--- src/rtl/sim_link_ctrl_if.sv ---
// Byte link between the simulator-link controller and the UART (tx + rx side).
// Latency: wires only; no storage in the interface.
// Backpressure: tx byte is held while tx_valid && !tx_ready; rx is a 1-cycle strobe with no backpressure.
//
// Signals:
//   tx_data/tx_valid : controller -> UART transmitter
//   tx_ready         : UART transmitter -> controller
//   rx_data/rx_valid : UART receiver -> controller
interface sim_link_ctrl_if;
    logic [7:0] tx_data;
    logic       tx_valid;
    logic       tx_ready;
    logic [7:0] rx_data;
    logic       rx_valid;

    // master: the link controller
    modport master (
        output tx_data,
        output tx_valid,
        input  tx_ready,
        input  rx_data,
        input  rx_valid
    );

    // slave: the UART side
    modport slave (
        input  tx_data,
        input  tx_valid,
        output tx_ready,
        output rx_data,
        output rx_valid
    );
endinterface

--- src/rtl/sim_link_ctrl.sv ---
// Mode arbiter + simulator-link controller: picks a driver channel, frames moving commands to the UART, debounces detector bytes.
// Latency: selection 1 cycle; first tx_valid 1 cycle after moving_state changes; detector updates the cycle after the qualifying rx byte.
// Backpressure: a framed byte is held unchanged while tx_ready=0; newer commands wait for the next frame; rx has no backpressure.
//
// Ports:
//   sys_clk, rst (async active-low)
//   power, global_state, mode_state, mode_moving, mode_pl_beacon, mode_de_beacon : driver channel inputs
//   link (sim_link_ctrl_if.master) : tx byte handshake + rx byte strobe
//   detector, link_ok              : debounced detector bits and link supervision
//   state, moving_state            : registered selected channel
//   state_light, moving_light      : indicator lights
module sim_link_ctrl #(
    parameter int  NUM_MODES      = 4,
    parameter int  DET_WIDTH      = 4,
    parameter int  DEBOUNCE_CNT   = 3,
    parameter int  REFRESH_CYCLES = 100000,
    parameter int  TIMEOUT_CYCLES = 1000000,
    localparam int MODE_W         = (NUM_MODES > 1) ? $clog2(NUM_MODES) : 1
) (
    input  logic                   sys_clk,
    input  logic                   rst,
    input  logic                   power,
    input  logic [MODE_W-1:0]      global_state,
    input  logic [2*NUM_MODES-1:0] mode_state,
    input  logic [4*NUM_MODES-1:0] mode_moving,
    input  logic [NUM_MODES-1:0]   mode_pl_beacon,
    input  logic [NUM_MODES-1:0]   mode_de_beacon,
    sim_link_ctrl_if.master        link,
    output logic [DET_WIDTH-1:0]   detector,
    output logic                   link_ok,
    output logic [1:0]             state,
    output logic [3:0]             moving_state,
    output logic [2:0]             state_light,
    output logic [3:0]             moving_light
);

    localparam int RC_W = (REFRESH_CYCLES > 1) ? $clog2(REFRESH_CYCLES) : 1;
    localparam int TO_W = $clog2(TIMEOUT_CYCLES + 1);
    localparam int MC_W = $clog2(DEBOUNCE_CNT + 1);

    localparam logic [RC_W-1:0] REFRESH_LAST = RC_W'(REFRESH_CYCLES - 1);
    localparam logic [TO_W-1:0] TO_MAX       = TO_W'(TIMEOUT_CYCLES);
    localparam logic [MC_W-1:0] MC_MAX       = MC_W'(DEBOUNCE_CNT);
    localparam logic [MODE_W:0] MODES_V      = (MODE_W+1)'(NUM_MODES);

    // ------------------------------------------------------------------
    // Channel selection
    // ------------------------------------------------------------------
    logic [1:0]        sel_state;
    logic [3:0]        sel_moving;
    logic              sel_pl;
    logic              sel_de;
    logic              sel_ok;
    logic [MODE_W-1:0] gs_q;
    logic              lit_on;
    logic              lit_mode0;

    // An out-of-range channel number behaves exactly like power off.
    assign sel_ok = power && ({1'b0, global_state} < MODES_V);

    always_comb begin
        sel_state  = '0;
        sel_moving = '0;
        sel_pl     = 1'b0;
        sel_de     = 1'b0;
        for (int k = 0; k < NUM_MODES; k++) begin
            if (global_state == MODE_W'(k)) begin
                sel_state  = mode_state[2*k +: 2];
                sel_moving = mode_moving[4*k +: 4];
                sel_pl     = mode_pl_beacon[k];
                sel_de     = mode_de_beacon[k];
            end
        end
    end

    // gs_q remembers last cycle's channel so a switch produces one zero
    // cycle before the new channel's values are registered.
    always_ff @(posedge sys_clk or negedge rst) begin
        if (!rst) begin
            state        <= '0;
            moving_state <= '0;
            gs_q         <= '0;
            lit_on       <= 1'b0;
            lit_mode0    <= 1'b0;
        end else begin
            gs_q      <= global_state;
            lit_on    <= sel_ok;
            lit_mode0 <= (global_state == '0);
            if (sel_ok && (global_state == gs_q)) begin
                state        <= sel_state;
                moving_state <= sel_moving;
            end else begin
                state        <= '0;
                moving_state <= '0;
            end
        end
    end

    // Lights follow the registers; lit_on/lit_mode0 are registered together
    // with state so the indicator never mixes old state with new mode/power.
    always_comb begin
        state_light = 3'b000;
        if (lit_on) begin
            case (state)
                2'd0:    state_light = 3'b001;
                2'd1:    state_light = 3'b010;
                2'd2:    state_light = 3'b100;
                default: state_light = lit_mode0 ? 3'b100 : 3'b111;
            endcase
        end
    end

    assign moving_light = moving_state;

    // ------------------------------------------------------------------
    // TX framing FSM
    // ------------------------------------------------------------------
    typedef enum logic {
        TX_IDLE = 1'b0,
        TX_SEND = 1'b1
    } tx_st_t;

    tx_st_t            tx_st;
    tx_st_t            tx_st_nxt;
    logic [7:0]        frame;
    logic [3:0]        last_sent;
    logic [RC_W-1:0]   refresh_cnt;
    logic              pl_pend;
    logic              de_pend;
    logic              send_req;
    logic              tx_hs;

    assign send_req = (moving_state != last_sent) || pl_pend || de_pend ||
                      (refresh_cnt == REFRESH_LAST);
    assign tx_hs    = (tx_st == TX_SEND) && link.tx_ready;

    always_ff @(posedge sys_clk or negedge rst) begin
        if (!rst) begin
            tx_st <= TX_IDLE;
        end else begin
            tx_st <= tx_st_nxt;
        end
    end

    always_comb begin
        tx_st_nxt = tx_st;
        case (tx_st)
            TX_IDLE: if (send_req)      tx_st_nxt = TX_SEND;
            TX_SEND: if (link.tx_ready) tx_st_nxt = TX_IDLE;
            default:                    tx_st_nxt = TX_IDLE;
        endcase
    end

    always_comb begin
        link.tx_valid = (tx_st == TX_SEND);
        link.tx_data  = frame;
    end

    // The frame is snapshotted on IDLE->SEND and never touched while held,
    // so a command change mid-handshake simply re-triggers the next frame.
    always_ff @(posedge sys_clk or negedge rst) begin
        if (!rst) begin
            frame       <= '0;
            last_sent   <= '0;
            refresh_cnt <= '0;
            pl_pend     <= 1'b0;
            de_pend     <= 1'b0;
        end else begin
            if ((tx_st == TX_IDLE) && (tx_st_nxt == TX_SEND)) begin
                frame <= {2'b10, de_pend, pl_pend, moving_state};
            end
            if (tx_hs) begin
                last_sent   <= frame[3:0];
                refresh_cnt <= '0;
            end else if ((tx_st == TX_IDLE) && (refresh_cnt != REFRESH_LAST)) begin
                refresh_cnt <= refresh_cnt + 1'b1;
            end
            // Clear only what the accepted frame actually carried; a pulse in
            // the handshake cycle itself survives for the next frame.
            pl_pend <= (pl_pend && !(tx_hs && frame[4])) || (sel_ok && sel_pl);
            de_pend <= (de_pend && !(tx_hs && frame[5])) || (sel_ok && sel_de);
        end
    end

    // ------------------------------------------------------------------
    // Detector debounce and link supervision
    // ------------------------------------------------------------------
    logic [DET_WIDTH-1:0] rx_bits;
    logic [DET_WIDTH-1:0] cand;
    logic [DET_WIDTH-1:0] det_q;
    logic [MC_W-1:0]      match_cnt;
    logic [TO_W-1:0]      to_cnt;
    logic                 seen;
    logic [DET_WIDTH-1:0] base_cand;
    logic [DET_WIDTH-1:0] base_det;
    logic [MC_W-1:0]      base_match;
    logic [DET_WIDTH-1:0] cand_nxt;
    logic [DET_WIDTH-1:0] det_nxt;
    logic [MC_W-1:0]      match_nxt;
    logic                 unused_rx_hi;

    assign rx_bits      = link.rx_data[DET_WIDTH-1:0];
    assign unused_rx_hi = ^link.rx_data[7:DET_WIDTH];

    assign link_ok  = seen && (to_cnt < TO_MAX);
    // Gated at the output too, so detector reads 0 in the very cycle the
    // link drops rather than one cycle later when the registers clear.
    assign detector = link_ok ? det_q : '0;

    // While the link is down the debounce state is treated as cleared; a byte
    // arriving in that cycle starts a fresh run instead of being discarded.
    always_comb begin
        base_cand  = link_ok ? cand      : '0;
        base_match = link_ok ? match_cnt : '0;
        base_det   = link_ok ? det_q     : '0;
        cand_nxt   = base_cand;
        match_nxt  = base_match;
        det_nxt    = base_det;
        if (link.rx_valid) begin
            if (rx_bits == base_cand) begin
                if (base_match != MC_MAX) begin
                    match_nxt = base_match + 1'b1;
                end
            end else begin
                cand_nxt  = rx_bits;
                match_nxt = MC_W'(1);
            end
            if (match_nxt == MC_MAX) begin
                det_nxt = cand_nxt;
            end
        end
    end

    always_ff @(posedge sys_clk or negedge rst) begin
        if (!rst) begin
            cand      <= '0;
            match_cnt <= '0;
            det_q     <= '0;
            to_cnt    <= '0;
            seen      <= 1'b0;
        end else begin
            cand      <= cand_nxt;
            match_cnt <= match_nxt;
            det_q     <= det_nxt;
            if (link.rx_valid) begin
                to_cnt <= '0;
                seen   <= 1'b1;
            end else if (to_cnt != TO_MAX) begin
                to_cnt <= to_cnt + 1'b1;
            end
        end
    end

endmodule

--- src/flat_wrapper.sv ---
// flat-port wrapper written by rule: the top's interface ports become plain ports
module sim_link_ctrl_flat 
#(
    parameter int  NUM_MODES      = 4,
    parameter int  DET_WIDTH      = 4,
    parameter int  DEBOUNCE_CNT   = 3,
    parameter int  REFRESH_CYCLES = 100000,
    parameter int  TIMEOUT_CYCLES = 1000000,
    localparam int MODE_W         = (NUM_MODES > 1) ? $clog2(NUM_MODES) : 1
)
  (sys_clk, rst, power, global_state, mode_state, mode_moving, mode_pl_beacon, mode_de_beacon, detector, link_ok, state, moving_state, state_light, moving_light, link_tx_data, link_tx_valid, link_tx_ready, link_rx_data, link_rx_valid);
  sim_link_ctrl_if link_i ();
  input  logic sys_clk;
  input  logic rst;
  input  logic power;
  input  logic [MODE_W-1:0] global_state;
  input  logic [2*NUM_MODES-1:0] mode_state;
  input  logic [4*NUM_MODES-1:0] mode_moving;
  input  logic [NUM_MODES-1:0] mode_pl_beacon;
  input  logic [NUM_MODES-1:0] mode_de_beacon;
  output logic [DET_WIDTH-1:0] detector;
  output logic link_ok;
  output logic [1:0] state;
  output logic [3:0] moving_state;
  output logic [2:0] state_light;
  output logic [3:0] moving_light;
  output wire logic [$bits(link_i.tx_data)-1:0] link_tx_data;
  output wire logic [$bits(link_i.tx_valid)-1:0] link_tx_valid;
  input wire logic [$bits(link_i.tx_ready)-1:0] link_tx_ready;
  input wire logic [$bits(link_i.rx_data)-1:0] link_rx_data;
  input wire logic [$bits(link_i.rx_valid)-1:0] link_rx_valid;
  assign link_tx_data = link_i.tx_data;
  assign link_tx_valid = link_i.tx_valid;
  assign link_i.tx_ready = link_tx_ready;
  assign link_i.rx_data = link_rx_data;
  assign link_i.rx_valid = link_rx_valid;
  sim_link_ctrl #(.NUM_MODES(NUM_MODES), .DET_WIDTH(DET_WIDTH), .DEBOUNCE_CNT(DEBOUNCE_CNT), .REFRESH_CYCLES(REFRESH_CYCLES), .TIMEOUT_CYCLES(TIMEOUT_CYCLES)) u_core (.sys_clk(sys_clk), .rst(rst), .power(power), .global_state(global_state), .mode_state(mode_state), .mode_moving(mode_moving), .mode_pl_beacon(mode_pl_beacon), .mode_de_beacon(mode_de_beacon), .link(link_i), .detector(detector), .link_ok(link_ok), .state(state), .moving_state(moving_state), .state_light(state_light), .moving_light(moving_light));
endmodule
--- config.mk ---
export PLATFORM = sky130hd
export DESIGN_NAME = sim_link_ctrl_flat
export DESIGN_NICKNAME = d
export VERILOG_FILES = /design/src/rtl/sim_link_ctrl_if.sv /design/src/rtl/sim_link_ctrl.sv /design/src/flat_wrapper.sv
export SDC_FILE = /design/constraint.sdc
export NUM_CORES = 1
export LEC_CHECK = 0
export CAP_MARGIN = 5
export CORE_ASPECT_RATIO = 0.5
export CORE_UTILIZATION = 55
export CTS_CLUSTER_DIAMETER = 200
export DETAILED_ROUTE_END_ITERATION = 16
export PLACE_DENSITY = 0.85
export SLEW_MARGIN = 20
export SYNTH_ARGS = -nofsm -noshare
export SYNTH_HDL_FRONTEND = slang
export SYNTH_SLANG_ARGS = --single-unit
--- constraint.sdc ---
create_clock -name sys_clk -period 5.7 [get_ports sys_clk]
set_input_delay 0.57 -clock sys_clk [delete_from_list [all_inputs] [get_ports sys_clk]]
set_output_delay 0.57 -clock sys_clk [all_outputs]
set_load 0.01 [all_outputs]
==> results of run 1 <==
==> cell type report <==
type / instances / area (sq um)
clock buffers: 9 / 225.2
clock inverters: 6 / 61.31
repair buffers: 69 / 683.2
well taps: 88 / 110.1
multi-input cells: 251 / 1735
flip-flops and latches: 72 / 1802
fillers: 405 / 1592
inverters: 6 / 22.52
==> routing by layer <==
metal  up-vias  routed length, um  share of wire (%)
met5         -                  0                  0
met4         0                116                1.5
met3        12                414                5.5
met2        91               3780                 50
met1      1367               3193                 43
li1       1328                  -                  -
==> cells in the mapped netlist (5+ instances only) <==
cell type	instances
o21ai_0	11
mux4_2	8
nand2_1	44
dfrtp_1	72
and2_1	8
xnor2_1	14
buf_4	5
nor2_1	36
nand3_1	8
a21oi_1	7
or3_1	6
mux2_2	10
clkbuf_1	8
nor2b_1	8
xor2_1	21
nand4_1	9
inv_1	6
and3_1	7
==> sequential cells by signal (all words and copies together) (netlist names), 2 cells and up <==
register and count:
u_core.last_sent 4, u_core.link.tx_data 7, u_core.to_cnt 20, u_core.moving_light 4, u_core.cand 4, u_core.state 2
u_core.match_cnt 2, u_core.gs_q 2, u_core.refresh_cnt 17, u_core.det_q 4
==> worst min-delay path by stage <==
| stage | startpoint | end | slack (ns) | depth (start not counted) |
|---|---|---|---|---|
| 2_1_floorplan | rst | u_core.cand[0] | 0.27 | 0 |
| 3_3_place_gp | u_core.link.tx_data[7] | u_core.link.tx_data[7] | 0.45 | 1 |
| 3_5_place_dp | u_core.link.tx_data[7] | u_core.link.tx_data[7] | 0.47 | 1 |
| 4_1_cts | rst | u_core.link.tx_data[4] | 0.48 | 2 |
| 5_1_grt | u_core.link.tx_data[7] | u_core.link.tx_data[7] | 0.49 | 1 |
| 6_report | rst | u_core.refresh_cnt[12] | 0.45 | 2 |
==> power groups by stage <==
stage                     sequential [uW]  clock [uW]  combinational (uW)
final                                 593         538                 206
after global routing                  599         572                 228
after CTS                             593         549                 209
after detailed placement              600           0                 204
after global placement                596           0                 197
after floorplan                       594           0                 108
==> cells by family after synthesis <==
family | count (synthesis)
DFF | 72
and+or+nand+nor | 154
muxes | 22
adders and majority gates | 3
buffers and inverters | 22
AOI/OAI and AO/OA | 36
xor gates and xnor gates | 35
other | 1
==> metrics by stage <==
step | hold slack [ns] | total power [uW] | std cells
3_5_place_dp | 0.4665 | 804.8 | 486
5_1_grt | 0.4891 | 1398 | 501
4_1_cts | 0.4840 | 1352 | 501
2_1_floorplan | 0.2744 | 701.5 | 345
6_report | 0.4537 | 1338 | 501
3_3_place_gp | 0.4537 | 792.9 | 486
==> critical path: stages (launching register included) <==
cell and delay (ns):
dfrtp_1 0.43, or4_1 0.58, o211ai_2 0.21, a41o_1 0.48, and2_1 0.22, clkdlybuf4s50_1 0.55
==> results_dict.tcl, run 1 <==
set metrics [dict create \
    htree_levels 3 \
    hpwl_um 5120 \
    drive_above_1_share_pct 10.90 \
    path_class "reg -> out" \
    cts_hold_buf 0 \
    clockRootBuffer "clkbuf_16" \
    rsz0062_at_grt "no" \
    grt.total_usage_pct 24.18 \
    layout_common_cells "dfrtp_1 (72), clkdlybuf4s50_1 (67), nand2_1 (44), nor2_1 (36), xor2_1 (21)" \
    worst_slack_ns 2.333 \
    rows 20 \
    path_clk_slew_ns 0.05 \
    synth_fa_ha_area_share_pct 1.031 \
    wl_um 7505 \
    fin_nets 459 \
    skew_ns 0.006708 \
    grt_overflow 0 \
    switchingPower_uw 340.5 \
    synth.top_cell.area_share_pct 49.50 \
    period_share_pct 59.08 \
    synth_xor_xnor_area_share_pct 8.422 \
    die_w_um 117.0 \
    cts.sinks 72 \
    yosysTopAreaCell "dfrtp_1" \
    synthTopCellsByArea "dfrtp_1 (50%), xor2_1 (5.1%), mux4_2 (5.0%)" \
    grt_max_degree 73 \
    worst-r2r-setup-slack_ns 3.13 \
    grt_use_met2_pct 41.67 \
    synth_top_family_by_area "simple AND/OR/NAND/NOR gates" \
    yosysWarnings 0 \
    seq_area_frac_synth_pct 49.50 \
    final_util_pct 74.46 \
    setup_viol 0 \
    initial_core_util_pct 58.41 \
    via_per_inst 5.585 \
    grt_pass1_vias 2755 \
    dr.pass1.iters 4 \
    muxShareOfSynthArea_pct 9.144 \
    cp.arrival_ns 2.80 \
    critPathCaptureType "output pin" \
    ys.flop_type "dfrtp_1" \
    reg2reg_from "u_core.to_cnt[10]" \
    place_congestion 0.7752 \
    postCtsSetupRepairBufs 0 \
    netSwitchingFraction_pct 25.45 \
    die_h_um 59.53 \
    postRouteAntennaNets 0 \
    antenna_found_initial 0 \
    grtUsageMet3_pct 7.669 \
    drcViolationCount 0 \
    io-pin-count 74 \
    p_per_area_nw_per_um2 288.4 \
    synth-edff-count 0 \
    clockBufferDepth 2 \
    grt_pass1_wl_um 12510 \
    wl_per_cell_um 14.98 \
    hold_class "in -> async" \
    dp_slack_ns 2.656 \
    async_reset_ff_share_pct 100.0 \
    hold_viol_final 0 \
    finalSetupTns_ns 0 \
    die_area_sq_um 6967 \
    power.share.clock_pct 40.2 \
    cts-resized-gates 0 \
    max_freq_ghz 0.2970 \
    p_leak_uw 0.002012 \
    crit_path_start_kind "register" \
    cp.required_ns 5.13 \
    synth-compound-area-share_pct 6.910 \
    drtIter0Drc 300 \
    clk_latency_ns 0.33 \
    outcome "completed" \
    final_area_sq_um 4639 \
    syn_nets 395 \
    placed_area_sq_um 4353 \
    cts_tree "done" \
    syn_to_final_growth_pct 27.47 \
    netlist_area_sq_um 3640 \
    seq_power_share_pct 44.4 \
    p_int_uw 997.4 \
    yosysUniqueCellTypes 53 \
    io_buffer_count 68 \
    syn-instance-count 345 \
    irDropWorstVdd_mv 0.1821 \
    grtUsageMet1_pct 28.47 \
    core_area_sq_um 6231 \
    ys_ff_latch 72 \
    vias 2798 \
    busiest_layer "met2" \
    antenna-diode-count 0 \
    slew_headroom_pct 34.55 \
    tightestPinTransition_ns 0.9786 \
    crit_end "detector[0]" \
    period_needed_ns 3.367 \
    synth-simple-area-share_pct 22.07 \
    cp-startpoint "u_core.to_cnt[10]" \
    comb_power_share_pct 15.4 \
    max-cap-violations 0 \
    final_common_cell "dfrtp_1" \
    cp_max_fo 15 \
    drv_slew 0 \
    syn_area_per_cell_sq_um 10.55 \
    reg2regPathDepth 5 \
    r2r-end "u_core.det_q[1]" \
    cts_made_buffers 9 \
]
(Power assumes the default switching activity.)
==> inputs of run 2 (changes only) <==
--- a/config.mk
+++ b/config.mk
@@ -7,10 +7,10 @@
 export LEC_CHECK = 0
 export CAP_MARGIN = 5
 export CORE_ASPECT_RATIO = 0.5
-export CORE_UTILIZATION = 55
+export CORE_UTILIZATION = 46
 export CTS_CLUSTER_DIAMETER = 200
 export DETAILED_ROUTE_END_ITERATION = 16
-export PLACE_DENSITY = 0.85
+export PLACE_DENSITY = 0.76
 export SLEW_MARGIN = 20
 export SYNTH_ARGS = -nofsm -noshare
 export SYNTH_HDL_FRONTEND = slang
==> constraint.sdc (replaced) <==
create_clock -name sys_clk -period 3 [get_ports sys_clk]
set_input_delay 0.3 -clock sys_clk [delete_from_list [all_inputs] [get_ports sys_clk]]
set_output_delay 0.3 -clock sys_clk [all_outputs]
set_load 0.01 [all_outputs]
==> run 2 against run 1 <==
Wire length rose by 1.3%. Sequential cell count did not move. Setup slack got worse by 2.2 ns. Worst hold slack got worse by 0.42 ns. Largest cell class unchanged. Highest routed layer unchanged.
==> results_dict.tcl, run 2 (same netlist as run 1, synthesis figures left out) <==
set metrics [dict create \
    rows 22 \
    cts_made_buffers 9 \
    largest_reg_flops 20 \
    antenna_found_initial 0 \
    hpwl_um 5427 \
    drv_slew 0 \
    max-cap-violations 0 \
    postRouteAntennaNets 0 \
    layout_common_cells "dfrtp_1 (72), clkdlybuf4s50_1 (67), nand2_1 (44), nor2_1 (36), xor2_1 (21)" \
    p_per_area_nw_per_um2 568.7 \
    cp_cell_sequence "or4_1 -> o211ai_2 -> a41o_2 -> and2_1 -> clkdlybuf4s50_1" \
    antenna-diode-count 0 \
    clockBufferDepth 2 \
    cp-startpoint "u_core.to_cnt[10]" \
    seq_area_sq_um 1802 \
    hold_viol_final 0 \
    multiInputGateArea_sq_um 1737 \
    wl_um 7605 \
    dr.pass1.iters 4 \
    reg2regPathDepth 6 \
    max_freq_ghz 0.3470 \
    clockRootBuffer "clkbuf_16" \
    r2r-end "u_core.det_q[3]" \
    crit_path_top_delay_cell "or4_1" \
    via_per_inst 5.303 \
    cp.arrival_ns 2.58 \
    grt_overflow 0 \
    period_share_pct 96.07 \
    setup_viol 0 \
    final_common_cell "dfrtp_1" \
    reg2reg_from "u_core.to_cnt[10]" \
    critPathCaptureType "output pin" \
    grt_pass1_vias 2839 \
    cp_max_fo 7 \
    postCtsSetupRepairBufs 0 \
    drcViolationCount 0 \
    largest-register "u_core.to_cnt" \
    htree_levels 3 \
    die_w_um 127.8 \
    drtIter0Drc 141 \
    finalSetupTns_ns 0 \
    p_leak_uw 0.002051 \
    cp.required_ns 2.70 \
    max_stage_delay_ns 0.58 \
    wl_per_cell_um 14.49 \
    final_util_pct 63.52 \
    worst-r2r-setup-slack_ns 0.51 \
    core_area_sq_um 7487 \
    outcome "completed" \
    path_class "reg -> out" \
    path_clk_slew_ns 0.05 \
    skew_ns 0.004804 \
    drive_above_1_share_pct 11.99 \
    period_needed_ns 2.882 \
    place_congestion 0.8308 \
    crit_path_start_kind "register" \
    hold_class "in -> async" \
    fin_nets 462 \
    fill_cells 568 \
    initial_core_util_pct 48.61 \
    cts.sinks 72 \
    die_h_um 64.90 \
    cts_tree "done" \
    irDropWorstVdd_mv 0.3823 \
    rsz0062_at_grt "no" \
    clk_latency_ns 0.33 \
    io-pin-count 74 \
    io_buffer_count 68 \
    die_area_sq_um 8294 \
    grt.total_usage_pct 20.10 \
    tightestPinTransition_ns 0.7314 \
    cts_hold_buf 0 \
    grt_pass1_wl_um 12970 \
    vias 2784 \
    slew_headroom_pct 51.24 \
    grt_max_degree 42 \
    syn_to_final_growth_pct 30.66 \
]
==> run 2: changes by cell type in the layout (fill, tap and decap cells not counted), sizes merged <==
cell / before / now
clkbuf: 9 / 12
buf: 2 / 5
clkinv: 4 / 0
bufinv: 1 / 2
clkinvlp: 1 / 2
==> run 2: power breakdown <==
part	total, uW	switching [uW]	internal, uW
logic	395	176	218
clock network	1190	391	795
registers	1120	76.2	1050
==> run 2: worst max path at each step <==
stage,depth (start not counted),end
after floorplan,5,u_core.link.tx_data[0]
after CTS,5,detector[3]
after global routing,5,detector[3]
after global placement,5,detector[2]
after detailed placement,5,detector[3]
final,5,detector[3]
==> run 2: metrics by stage <==
| step | hold WS [ns] | setup slack [ns] | area (sq um) | total power [uW] | cells |
|---|---|---|---|---|---|
| global route | 0.08956 | 0.0001839 | 4756 | 2815 | 525 |
| floorplan | 0.004409 | 0.9025 | 3640 | 1333 | 345 |
| CTS | 0.05968 | 0.06508 | 4755 | 2725 | 525 |
| finish | 0.03449 | 0.1180 | 4756 | 2705 | 525 |
| global placement | 0.3923 | 0.4854 | 4413 | 1511 | 509 |
| detailed placement | 0.4049 | 0.4129 | 4413 | 1533 | 509 |
==> run 2: layout make-up <==
type	instances	share of cell area, %
clock buffer	12	5.604
clock inverter	4	1.579
inverter	6	0.4736
multi-input combinational	251	36.52
sequential	72	37.88
tap	108	2.841
timing repair buffer	72	15.10
==> run 2: critical path: cells and delay by family, from the launching register on <==
kind | cells | cell delay (ns)
buf+inv | 1 | 0.55
flops | 1 | 0.43
compound gates | 2 | 0.53
simple gates | 2 | 0.75
==> run 2: what timing repair did <==
action / in CTS / in global routing
setup endpoints to repair: 0 / 4
endpoints found under the hold margin: 0 / 0
resized for setup: 0 / 1
==> run 2: layer usage <==
layer | wire length, um | global-route usage, % | share of wire (%) | vias to the layer above
li1 | - | - | - | 1328
met1 | 3362 | 24.17 | 44 | 1365
met2 | 3823 | 35.05 | 50 | 81
met3 | 331 | 6.193 | 4.4 | 10
met4 | 87 | 5.882 | 1.1 | 0
met5 | 0 | 0 | 0 | -
==> inputs of run 3 (changes only) <==
--- a/config.mk
+++ b/config.mk
@@ -5,12 +5,13 @@
 export SDC_FILE = /design/constraint.sdc
 export NUM_CORES = 1
 export LEC_CHECK = 0
-export CAP_MARGIN = 5
+export CAP_MARGIN = 30
 export CORE_ASPECT_RATIO = 0.5
 export CORE_UTILIZATION = 46
 export CTS_CLUSTER_DIAMETER = 200
 export DETAILED_ROUTE_END_ITERATION = 16
 export PLACE_DENSITY = 0.76
+export SETUP_SLACK_MARGIN = 0.02
 export SLEW_MARGIN = 20
 export SYNTH_ARGS = -nofsm -noshare
 export SYNTH_HDL_FRONTEND = slang
==> run 3 against run 2 <==
Sequential share of layout area down 0.18 points. First-iteration DRC count grew 8.5%. Via count up 1.3%. Final area grew 0.47%. Sequential power about the same. Critical path depth unchanged. Register-to-register slack hardly changed. Cell count grew 0.57%. Utilization grew 0.30 points. Worst hold slack got worse by 0.0025 ns. Global-route usage unchanged. Largest cell class unchanged. Highest routed layer unchanged.
==> results_dict.tcl, run 3 (same netlist as run 1, synthesis figures left out) <==
set metrics [dict create \
    outcome "completed" \
    slew_headroom_pct 51.24 \
    hpwl_um 5427 \
    clockRootBuffer "clkbuf_16" \
    hold_viol_final 0 \
    placed_area_sq_um 4413 \
    htree_levels 3 \
    die_h_um 64.90 \
    wl_um 7658 \
    p_leak_uw 0.002063 \
    cp_cell_sequence "or4_1 -> o211ai_2 -> a41o_2 -> and2_1 -> clkdlybuf4s50_1" \
    fin_nets 465 \
    crit_path_start_kind "register" \
    cts_hold_buf 0 \
    placed_cells 509 \
    core_area_sq_um 7487 \
    final_area_sq_um 4778 \
    p_per_area_nw_per_um2 566.9 \
    largest_reg_flops 20 \
    grt.total_usage_pct 20.10 \
    worst_slack_ns 0.1337 \
    grt_pass1_wl_um 12970 \
    grt_max_degree 42 \
    cp_max_fo 7 \
    initial_core_util_pct 48.61 \
    wl_per_cell_um 14.50 \
    cts.sinks 72 \
    final_cells 528 \
    clockBufferDepth 2 \
    grt_pass1_vias 2839 \
    via_per_inst 5.339 \
    grt_overflow 0 \
    rsz0062_at_grt "no" \
    period_needed_ns 2.866 \
    antenna_found_initial 0 \
    cts_made_buffers 9 \
    hold_class "in -> async" \
    die_w_um 127.8 \
    tightestPinTransition_ns 0.7315 \
    power.share.clock_pct 43.9 \
    die_area_sq_um 8294 \
    dp_slack_ns 0.4129 \
    layout_common_cells "dfrtp_1 (72), clkdlybuf4s50_1 (67), nand2_1 (44), nor2_1 (36), xor2_1 (21)" \
    drtIter0Drc 153 \
    path_class "reg -> out" \
    path_clk_slew_ns 0.05 \
    switchingPower_uw 647.3 \
    max_freq_ghz 0.3489 \
    setup_viol 0 \
    cts_tree "done" \
    fill_cells 565 \
    cp.required_ns 2.70 \
    largest-register "u_core.to_cnt" \
    skew_ns 0.003454 \
    seq_power_share_pct 41.5 \
    vias 2819 \
    max_stage_delay_ns 0.58 \
    place_congestion 0.8308 \
    p_int_uw 2062 \
    drive_above_1_share_pct 12.62 \
    antenna-diode-count 0 \
    io_buffer_count 68 \
    rows 22 \
    dr.pass1.iters 4 \
    irDropWorstVdd_mv 0.3868 \
    crit_path_top_delay_cell "or4_1" \
    drv_slew 0 \
    netSwitchingFraction_pct 23.90 \
    critical_path.top_delay_family "simple AND/OR/NAND/NOR gates" \
    final_util_pct 63.82 \
    max-cap-violations 0 \
    period_share_pct 95.54 \
    cp.arrival_ns 2.57 \
    drcViolationCount 0 \
    clk_latency_ns 0.33 \
    syn_to_final_growth_pct 31.28 \
    final_common_cell "dfrtp_1" \
    comb_power_share_pct 14.6 \
    critPathBufInv 1 \
    critPathCaptureType "output pin" \
    postRouteAntennaNets 0 \
    finalSetupTns_ns 0 \
    io-pin-count 74 \
]
run 3: metal layers:
layer  routed length (um)  global-route usage [%]
met5                    0                       0
met4                   91                   5.882
met3                  382                   6.193
met2                 3819                   35.05
met1                 3365                   24.17
run 3: what timing repair did:
item | in CTS | in global routing
hold endpoints to repair | 0 | 0
endpoints found under the setup margin | 0 | 4
resized for setup | 0 | 1
setup buffers | 0 | 3
run 3: power by group through the flow:
stage | clock (uW) | sequential [uW] | combinational (uW)
floorplan | 0 | 1130 | 205
global placement | 0 | 1130 | 379
detailed placement | 0 | 1140 | 395
CTS | 1200 | 1120 | 401
global route | 1250 | 1130 | 431
finish | 1190 | 1120 | 396
run 3: final cells by class:
class	count	area, sq um	area share [%]
multi-input cells	251	1737	36.34
flip-flops and latches	72	1802	37.71
clock inverters	4	75.07	1.571
clock buffers	12	266.5	5.577
well taps	108	135.1	2.828
inverters	6	22.52	0.4713
repair buffers	75	740.7	15.50
run 3: worst paths after layout:
kind	startpoint	endpoint	slack, ns	cells past startpoint
setup reg to reg	u_core.to_cnt[10]	u_core.det_q[3]	0.52	6
min in group sys_clk	u_core.link.tx_data[7]	u_core.link.tx_data[7]	0.49	1
hold reg to reg	u_core.link.tx_data[7]	u_core.link.tx_data[7]	0.49	1
hold / removal	rst	u_core.det_q[1]	0.03	1
setup / recovery	u_core.to_cnt[10]	detector[3]	0.13	5
max in group asynchronous	rst	u_core.to_cnt[15]	2.32	2
run 3: stage by stage:
stage | total power (uW) | hold slack (ns)
floorplan | 1333 | 0.004409
global placement | 1511 | 0.3923
detailed placement | 1533 | 0.4049
global route | 2815 | 0.08956
CTS | 2725 | 0.05968
finish | 2709 | 0.03197
